## src/rtl/tri_seq_ctrl_pkg.sv

```systemverilog
// Shared types and constants for the triangle sequence controller.
package tri_seq_ctrl_pkg;

  localparam int unsigned NPROF    = 4;
  localparam int unsigned RST_PEAK = 299;
  localparam int unsigned RST_HOLD = 200;

  typedef enum logic [2:0] {
    ST_IDLE,
    ST_RISE,
    ST_TOP,
    ST_FALL,
    ST_BOT
  } state_e;

endpackage

```

## src/rtl/tri_core.sv

```systemverilog
// Loadable up/down sample counter plus a plateau (hold) counter.
module tri_core #(
  parameter int unsigned DW = 9,
  parameter int unsigned HW = 8
) (
  input  logic          clk,
  input  logic          res,
  input  logic          load,
  input  logic          step_en,
  input  logic          dir,
  input  logic          hold_en,
  input  logic          hold_clr,
  output logic [DW-1:0] cnt,
  output logic [HW-1:0] con
);

  logic [DW-1:0] cnt_q, cnt_d;
  logic [HW-1:0] con_q, con_d;

  // load wins over stepping so a new sequence always starts from zero
  always_comb begin
    cnt_d = cnt_q;
    con_d = con_q;
    if (load) begin
      cnt_d = '0;
      con_d = '0;
    end else begin
      if (step_en) cnt_d = dir ? cnt_q + DW'(1) : cnt_q - DW'(1);
      if (hold_clr)     con_d = '0;
      else if (hold_en) con_d = con_q + HW'(1);
    end
  end

  always_ff @(posedge clk) begin
    if (res) begin
      cnt_q <= '0;
      con_q <= '0;
    end else begin
      cnt_q <= cnt_d;
      con_q <= con_d;
    end
  end

  assign cnt = cnt_q;
  assign con = con_q;

endmodule

```

## src/rtl/tri_seq_ctrl.sv

```systemverilog
// Triangle waveform sequencer: plays a table of peak/hold profiles for a
// programmable number of passes, with graceful stop at the end of a slot.
module tri_seq_ctrl #(
  parameter int unsigned DW    = 9,
  parameter int unsigned HW    = 8,
  parameter int unsigned NPROF = tri_seq_ctrl_pkg::NPROF
) (
  input  logic          clk,
  input  logic          res,
  input  logic          cfg_we,
  input  logic [1:0]    cfg_addr,
  input  logic [DW-1:0] cfg_peak,
  input  logic [HW-1:0] cfg_hold,
  input  logic          start,
  input  logic          stop,
  input  logic [3:0]    rep,
  output logic [DW-1:0] d_out,
  output logic          busy,
  output logic          done,
  output logic [1:0]    prof_idx
);

  import tri_seq_ctrl_pkg::*;

  localparam int unsigned PW = 2;
  localparam logic [PW-1:0] LAST_SLOT = PW'(NPROF - 1);

  state_e        state_q, state_d;
  logic [DW-1:0] peak_tbl_q [NPROF];
  logic [DW-1:0] peak_tbl_d [NPROF];
  logic [HW-1:0] hold_tbl_q [NPROF];
  logic [HW-1:0] hold_tbl_d [NPROF];
  logic [DW-1:0] peak_act_q, peak_act_d;
  logic [HW-1:0] hold_act_q, hold_act_d;
  logic [3:0]    rep_q, rep_d;
  logic [3:0]    pass_q, pass_d;
  logic [PW-1:0] prof_q, prof_d;
  logic          stop_pend_q, stop_pend_d;
  logic          busy_q, busy_d;
  logic          done_q, done_d;

  logic          core_load, core_step, core_dir, core_hold_en, core_hold_clr;
  logic [DW-1:0] cnt;
  logic [HW-1:0] con;
  logic [PW-1:0] next_prof;
  logic          last_pass;
  logic          hold_nxt;
  logic          seq_end;

  tri_core #(
    .DW (DW),
    .HW (HW)
  ) u_core (
    .clk      (clk),
    .res      (res),
    .load     (core_load),
    .step_en  (core_step),
    .dir      (core_dir),
    .hold_en  (core_hold_en),
    .hold_clr (core_hold_clr),
    .cnt      (cnt),
    .con      (con)
  );

  assign next_prof = (prof_q == LAST_SLOT) ? '0 : prof_q + PW'(1);
  assign last_pass = (rep_q != '0) && (prof_q == LAST_SLOT) &&
                     (({1'b0, pass_q} + 5'd1) == {1'b0, rep_q});
  assign hold_nxt  = (({1'b0, con} + (HW+1)'(1)) == {1'b0, hold_act_q});

  // Table writes land after this edge's latch, so a same-cycle latch sees old data
  always_comb begin
    for (int unsigned i = 0; i < NPROF; i++) begin
      peak_tbl_d[i] = peak_tbl_q[i];
      hold_tbl_d[i] = hold_tbl_q[i];
    end
    if (cfg_we) begin
      peak_tbl_d[cfg_addr] = cfg_peak;
      hold_tbl_d[cfg_addr] = cfg_hold;
    end
  end

  // done is registered, so the ending decision is made one cycle ahead of the last BOT cycle
  always_comb begin
    state_d       = state_q;
    prof_d        = prof_q;
    pass_d        = pass_q;
    rep_d         = rep_q;
    peak_act_d    = peak_act_q;
    hold_act_d    = hold_act_q;
    stop_pend_d   = stop_pend_q | (stop & (state_q != ST_IDLE));
    done_d        = 1'b0;
    core_load     = 1'b0;
    core_step     = 1'b0;
    core_dir      = 1'b0;
    core_hold_en  = 1'b0;
    core_hold_clr = 1'b0;
    seq_end       = stop_pend_d | last_pass;

    case (state_q)
      ST_IDLE: begin
        if (start) begin
          rep_d       = rep;
          pass_d      = '0;
          prof_d      = '0;
          peak_act_d  = peak_tbl_q[0];
          hold_act_d  = hold_tbl_q[0];
          stop_pend_d = 1'b0;
          core_load   = 1'b1;
          state_d     = ST_RISE;
        end
      end
      ST_RISE: begin
        if (cnt == peak_act_q) begin
          state_d = ST_TOP;
        end else begin
          core_step = 1'b1;
          core_dir  = 1'b1;
        end
      end
      ST_TOP: begin
        if (con == hold_act_q) begin
          core_hold_clr = 1'b1;
          state_d       = ST_FALL;
        end else begin
          core_hold_en = 1'b1;
        end
      end
      ST_FALL: begin
        if (cnt == '0) begin
          state_d = ST_BOT;
          done_d  = seq_end & (hold_act_q == '0);
        end else begin
          core_step = 1'b1;
        end
      end
      ST_BOT: begin
        if (con == hold_act_q) begin
          core_hold_clr = 1'b1;
          if (done_q) begin
            stop_pend_d = 1'b0;
            state_d     = ST_IDLE;
          end else begin
            prof_d     = next_prof;
            peak_act_d = peak_tbl_q[next_prof];
            hold_act_d = hold_tbl_q[next_prof];
            if (prof_q == LAST_SLOT) pass_d = pass_q + 4'd1;
            state_d = ST_RISE;
          end
        end else begin
          core_hold_en = 1'b1;
          done_d       = seq_end & hold_nxt;
        end
      end
      default: state_d = ST_IDLE;
    endcase

    busy_d = (state_d != ST_IDLE);
  end

  always_ff @(posedge clk) begin
    if (res) begin
      state_q     <= ST_IDLE;
      peak_act_q  <= '0;
      hold_act_q  <= '0;
      rep_q       <= '0;
      pass_q      <= '0;
      prof_q      <= '0;
      stop_pend_q <= 1'b0;
      busy_q      <= 1'b0;
      done_q      <= 1'b0;
      for (int unsigned i = 0; i < NPROF; i++) begin
        peak_tbl_q[i] <= DW'(RST_PEAK);
        hold_tbl_q[i] <= HW'(RST_HOLD);
      end
    end else begin
      state_q     <= state_d;
      peak_act_q  <= peak_act_d;
      hold_act_q  <= hold_act_d;
      rep_q       <= rep_d;
      pass_q      <= pass_d;
      prof_q      <= prof_d;
      stop_pend_q <= stop_pend_d;
      busy_q      <= busy_d;
      done_q      <= done_d;
      for (int unsigned i = 0; i < NPROF; i++) begin
        peak_tbl_q[i] <= peak_tbl_d[i];
        hold_tbl_q[i] <= hold_tbl_d[i];
      end
    end
  end

  assign d_out    = cnt;
  assign busy     = busy_q;
  assign done     = done_q;
  assign prof_idx = prof_q;

endmodule

```

## config.mk

```make
export PLATFORM = sky130hd
export DESIGN_NAME = tri_seq_ctrl
export DESIGN_NICKNAME = d
export VERILOG_FILES = /design/src/rtl/tri_seq_ctrl_pkg.sv /design/src/rtl/tri_core.sv /design/src/rtl/tri_seq_ctrl.sv
export SDC_FILE = /design/constraint.sdc
export NUM_CORES = 1
export LEC_CHECK = 0
export ABC_AREA = 1
export CAP_MARGIN = 20
export CORE_MARGIN = 2
export CORE_UTILIZATION = 30
export CTS_CLUSTER_SIZE = 20
export DETAILED_ROUTE_END_ITERATION = 10
export GPL_TIMING_DRIVEN = 0
export PLACE_DENSITY = 0.54
export SLEW_MARGIN = 20
export SYNTH_ARGS = -nofsm -noshare
export SYNTH_HDL_FRONTEND = slang
export SYNTH_SLANG_ARGS = --single-unit
```

## constraint.sdc

```tcl
create_clock -name clk -period 2.1 [get_ports clk]
set_input_delay 0.42 -clock clk [delete_from_list [all_inputs] [get_ports clk]]
set_output_delay 0.42 -clock clk [all_outputs]
set_load 0.01 [all_outputs]
```

# Yosys cells after proc, flatten, opt, wreduce, memory -nomap -nowiden
# Memories as Yosys holds them, arrays and structs flattened.
# Index checks and enable logic that the tools add are counted.
# op_classes
n_mux	62
magnitude_cmp	2
n_eq_ne	13
n_bitwise	14
reduce_logical	16
addsub	7
# op_table
cell	n
9-bit two-way mux	9
8-bit two-way mux	8
36-bit bitwise mux	1
36-bit two-way mux	1
32-bit bitwise mux	1
32-bit two-way mux	1
9-bit demux with 2-bit select	1
1-bit two-way mux	18
9-bit case mux with 2 select lines	1
8-bit demux with 2-bit select	1
4-bit two-way mux	4
8-bit case mux with 2 select lines	1
3-bit two-way mux	5
3-bit case mux with 5 select lines	1
1-bit OR	10
8-bit by 1-bit adder with 9-bit output (second input constant)	1
9-bit by 1-bit adder with 9-bit output (second input constant)	1
9-bit by 8-bit equality test with 1-bit output	1
9-bit equality test	1
9-bit logical NOT	1
9-bit by 1-bit subtractor with 9-bit output (second input constant)	1
8-bit by 1-bit adder with 8-bit output (second input constant)	1
8-bit equality test	1
8-bit logical NOT	1
27 further kinds	42
# totals
register_bits	50
ram_bits	68
in_bits	28
out_inout_bits	13
n_memories	2
# memory_table
name	words	word_bits	rd	rd_ports_with_merged_regs	write_ports	line	text
peak_tbl_q	4	9	5	0	4	tri_seq_ctrl.sv:29	logic [DW-1:0] peak_tbl_q [NPROF];
hold_tbl_q	4	8	5	0	4	tri_seq_ctrl.sv:31	logic [HW-1:0] hold_tbl_q [NPROF];

# Logic depth before layout (Yosys ltp)
# depth
word_depth	8
depth_mapped	18
depth_no_buf	18

# By module
# A second synthesis with hierarchy kept.
# hier_totals
hier_cells	869
area_unflattened_um2	5861.9
# by_module_without_submodules
module	cells_per_inst	instances	seq_area_each_um2	area_per_inst_um2
tri_seq_ctrl	706	1	2021.9	4788.3
tri_core	163	1	340.3	1073.5

# Worst setup path before layout
# No wires, ideal clock.
# synth_timing
path_type	register to register
startpoint	reg u_core.cnt_q[1] (netlist: u_core.cnt[1])
endpoint	reg u_core.cnt_q[8] (netlist: u_core.cnt[8])
path_stages_with_launch	16
slack_ns	-0.139
path_buffers	0
arrival_ns	2.124
required_ns	1.985
path_cell_list	dfxtp_1 > xnor2_1 > nand3_1 > nor2_1 > nand2_1 > nand2_2 > inv_1 > fa_1 > inv_1 > nand3_1 > nand2_1 > nand2_1 > o211ai_1 > o21ai_0 > a21oi_1 > nor2_1
# synth_via
elab_chain_cells	4
word_cells_on_any_way	9
cone_classes	add/sub (2); eq/ne (1); mux (5); reduce/logical (1)
# synth_lines
item	line	text
start, declared	tri_core.sv:17	logic [DW-1:0] cnt_q, cnt_d;
start signal, assigned	tri_core.sv:39	cnt_q <= cnt_d;
branches (longest 4 deep; another with 9-bit by 1-bit subtractor with 9-bit output)	-	
# Parallel ways; which one is timed is not known.
# A chain may end at the register's enable or synchronous reset.

# Final worst setup path
# layout_timing
startpoint	reg u_core.cnt_q[2] (netlist: u_core.cnt[2])
endpoint	reg u_core.cnt_q[7] (netlist: u_core.cnt[7])
# The elaborated chain is that of the path after synthesis.

==> flow_summary.ini <==
[yosys]
syn_area_sq_um = 5806
ys.warnings.count = 0
ys_seq_area_frac = 0.4069
ys_ff_latch = 118
ys_types = 39
syn-num-nets = 875
synth.top_cell.area_share = 0.4069
synth_area_leaders = dfxtp_1, nand2_1, nor2_1, o21ai_0, nand3_1
syn_area_per_cell_sq_um = 6.953
netlist_instances = 835
synth_area_leader_cell = dfxtp_1

[global_routing]
grt.met1_usage = 0.2320
grt_pass1_wl_microns = 27410
met2_usage = 0.2795
grt-busiest-layer = met2
grtUsageMet3 = 0.04125
grt_start_max_net_pins = 17
grt_pass1_vias = 5171
antenna_found_initial = 0
overflow = 0
grt.total_usage = 0.1738

[placed_design]
place_inst = 1134
dpl-instance-area_sq_um = 6545
port_buffers = 39
gp_congestion = 0.8047
dp_hpwl_microns = 11980

[setup_path]
worstPathArrival_ns = 2.45
cp-start-kind = flop
cp_slowest_cell = dfxtp_4
end_kind = flop
path_class = reg -> reg
cpMostUsedCell = nand2_1
max_stage_delay_ns = 0.38
crit-reg2reg-launch = u_core.cnt[2]
cp-startpoint = u_core.cnt[2]
crit_fanout = 6
path_cells = xnor2_2 -> nand2_1 -> nor2_4 -> nand2_4 -> nand2_8 -> buf_4 -> ha_4 -> a21oi_2 -> nand2_2 -> nand4_1 -> nand2_1 -> xor2_1 -> a21oi_1 -> nor2_1
cp_data_required_time_ns = 2.41

[timing]
rsz0062_at_grt = yes
holdWs_ns = 0.4560
tightest_slew_ns = 0.6644
fin_skew_ns = 0.006597
setup_tns_ns = -0.1129
fmax_mhz = 466.4
maxSlewViolCount = 0
fin_crit_ns = 2.144
relSlewSlack = 0.5571
finalCritPeriodShare = 1.021
setup_viol = 4
hold_viol = 0
fin_ws_ns = -0.04387

[finish]
fin_cells = 1186
fin_nets = 953
diodes = 0
design_area_sq_um = 7502
drive_gt1_frac = 0.1490
area.growth.synth_to_final_pct = 29.22

[pwr]
vdd_drop_max_mv = 0.5741
power_mw = 6.877
p_leak_nw = 3.240
power_density_nw_per_um2 = 916.6

[cts]
cts_tree = built
clkTransAtPathRegs_ns = 0.06
cts_num_sinks = 118
cts_buffers = 17
insertion_delay_ns = 0.42
htreeDepth = 4
clock_path_buffers = 2
cts_root_buf = clkbuf_16
hold_buffers = 0

[detailed_routing]
drc = 0
viasPerCell = 4.718
ant_nets = 0
wl_per_cell_microns = 14.47
drt-initial-drc-count = 443
routed_wl_microns = 17160
firstDrtPassIters = 5
num_vias = 5596

[die]
initial_core_util = 0.3083
fp.coreArea_sq_um = 18830
fp.dieW_microns = 143.1
chipHeight_microns = 143.1
ios = 41
die_area_sq_um = 20480
rows = 50

[min_path]
hold_path.class = reg -> reg
hp-start = peak_tbl_q[0][0]

[run]
drv_cap = 0

[status]
status = complete, but fails checks
violations = setup timing
-- registers in the layout (all words and copies together), names as in the netlist --
signal,cells
peak_tbl_q,36
hold_tbl_q,32
peak_act_q,9
u_core.cnt,9
hold_act_q,8
u_core.con,8
pass_q,4
rep_q,4
state_q,3
prof_idx,2
busy,1
done,1
stop_pend_q,1
-- what timing repair did --
item	in CTS	in global routing
pin swaps	13	21
gates cloned	1	0
setup endpoints to repair	20	33
resized for setup	21	50
buffers inserted	11	8
-- layout by cell type, fill, tap and decap left out, types with 18 or more instances in the layout --
master           netlist  final
clkbuf_1              23     18
nor2_1               118    115
buf_4                  5     21
nand2_1              178    170
inv_1                 60     56
dfxtp_1              118    108
clkdlybuf4s50_1        0     39
nand3_1               70     66
o21ai_0               88     82
a21oi_1               62     57
-- worst max-delay path: cells and delay by family, from the launching register on --
family          cells  cell delay, ns
simple gates        8            0.75
flops               1            0.38
xor+xnor            2            0.29
compound gates      2            0.26
fa+ha+maj           1            0.21
buf+inv             1            0.12
-- report_power, final --
| part | total, mW | leakage (nW) | internal [mW] | switching, mW |
|---|---|---|---|---|
| Combinational | 1.53 | 1.98 | 0.674 | 0.852 |
| Sequential | 2.54 | 0.974 | 2.40 | 0.131 |
| Clock | 2.82 | 0.285 | 1.76 | 1.06 |
-- cells in the mapped netlist (all sizes together) --
cell    number
nand2      183
nor2       120
dfxtp      118
o21ai       93
nand3       71
inv         68
a21oi       64
clkbuf      23
xnor2       19
buf         15
o211ai      13
ha          11
nor3         8
xor2         6
nand4        5
a211oi       3
clkinv       2
nand3b       2
nor3b        2
nor4         2
o21bai       2
a22oi        1
and2         1
fa           1
o22ai        1
or2          1
-- area by class of cell --
cell class                      count  area (sq um)
Fill cell                        1993         11330
Multi-Input combinational cell    610          3196
Sequential cell                   118          2392
Timing Repair Buffer               58         549.3
Clock buffer                       18         439.2
Tap cell                          260         325.3
Inverter                           70         267.8
Buffer                             38         200.2
Clock inverter                     14         132.6
-- cell families after synthesis --
| logic type | share of synthesized area |
|---|---|
| flip-flops | 0.4069 |
| XOR/XNOR | 0.03772 |
| AO/OA/AOI/OAI | 0.1642 |
| buffers and inverters | 0.07716 |
| AND/OR/NAND/NOR | 0.2869 |
| adder cells (fa/ha/maj) | 0.02715 |
-- metal layers --
metal	wire length [microns]	up-vias
met5	0	-
met4	169	0
met3	800	13
met2	8079	124
met1	8108	2556
li1	-	2903
-- final timing paths --
kind | endpoint | slack, ns | cells past startpoint
setup / recovery | u_core.cnt[7] | -0.04 | 14
hold / removal | peak_tbl_q[0][0] | 0.46 | 2
setup reg to reg | u_core.cnt[7] | -0.04 | 14
hold reg to reg | peak_tbl_q[0][0] | 0.46 | 2
-- per-stage QoR --
| stage | utilization | setup WS, ns |
|---|---|---|
| final | 0.3984 | -0.04387 |
| after global routing | 0.3984 | -0.1572 |
| after CTS | 0.3864 | -0.06714 |
| after detailed placement | 0.3476 | -0.4590 |
| after global placement | 0.3476 | -0.4718 |
| after floorplan | - | 0.03464 |
Note: power is estimated with default switching activity, not from simulation.
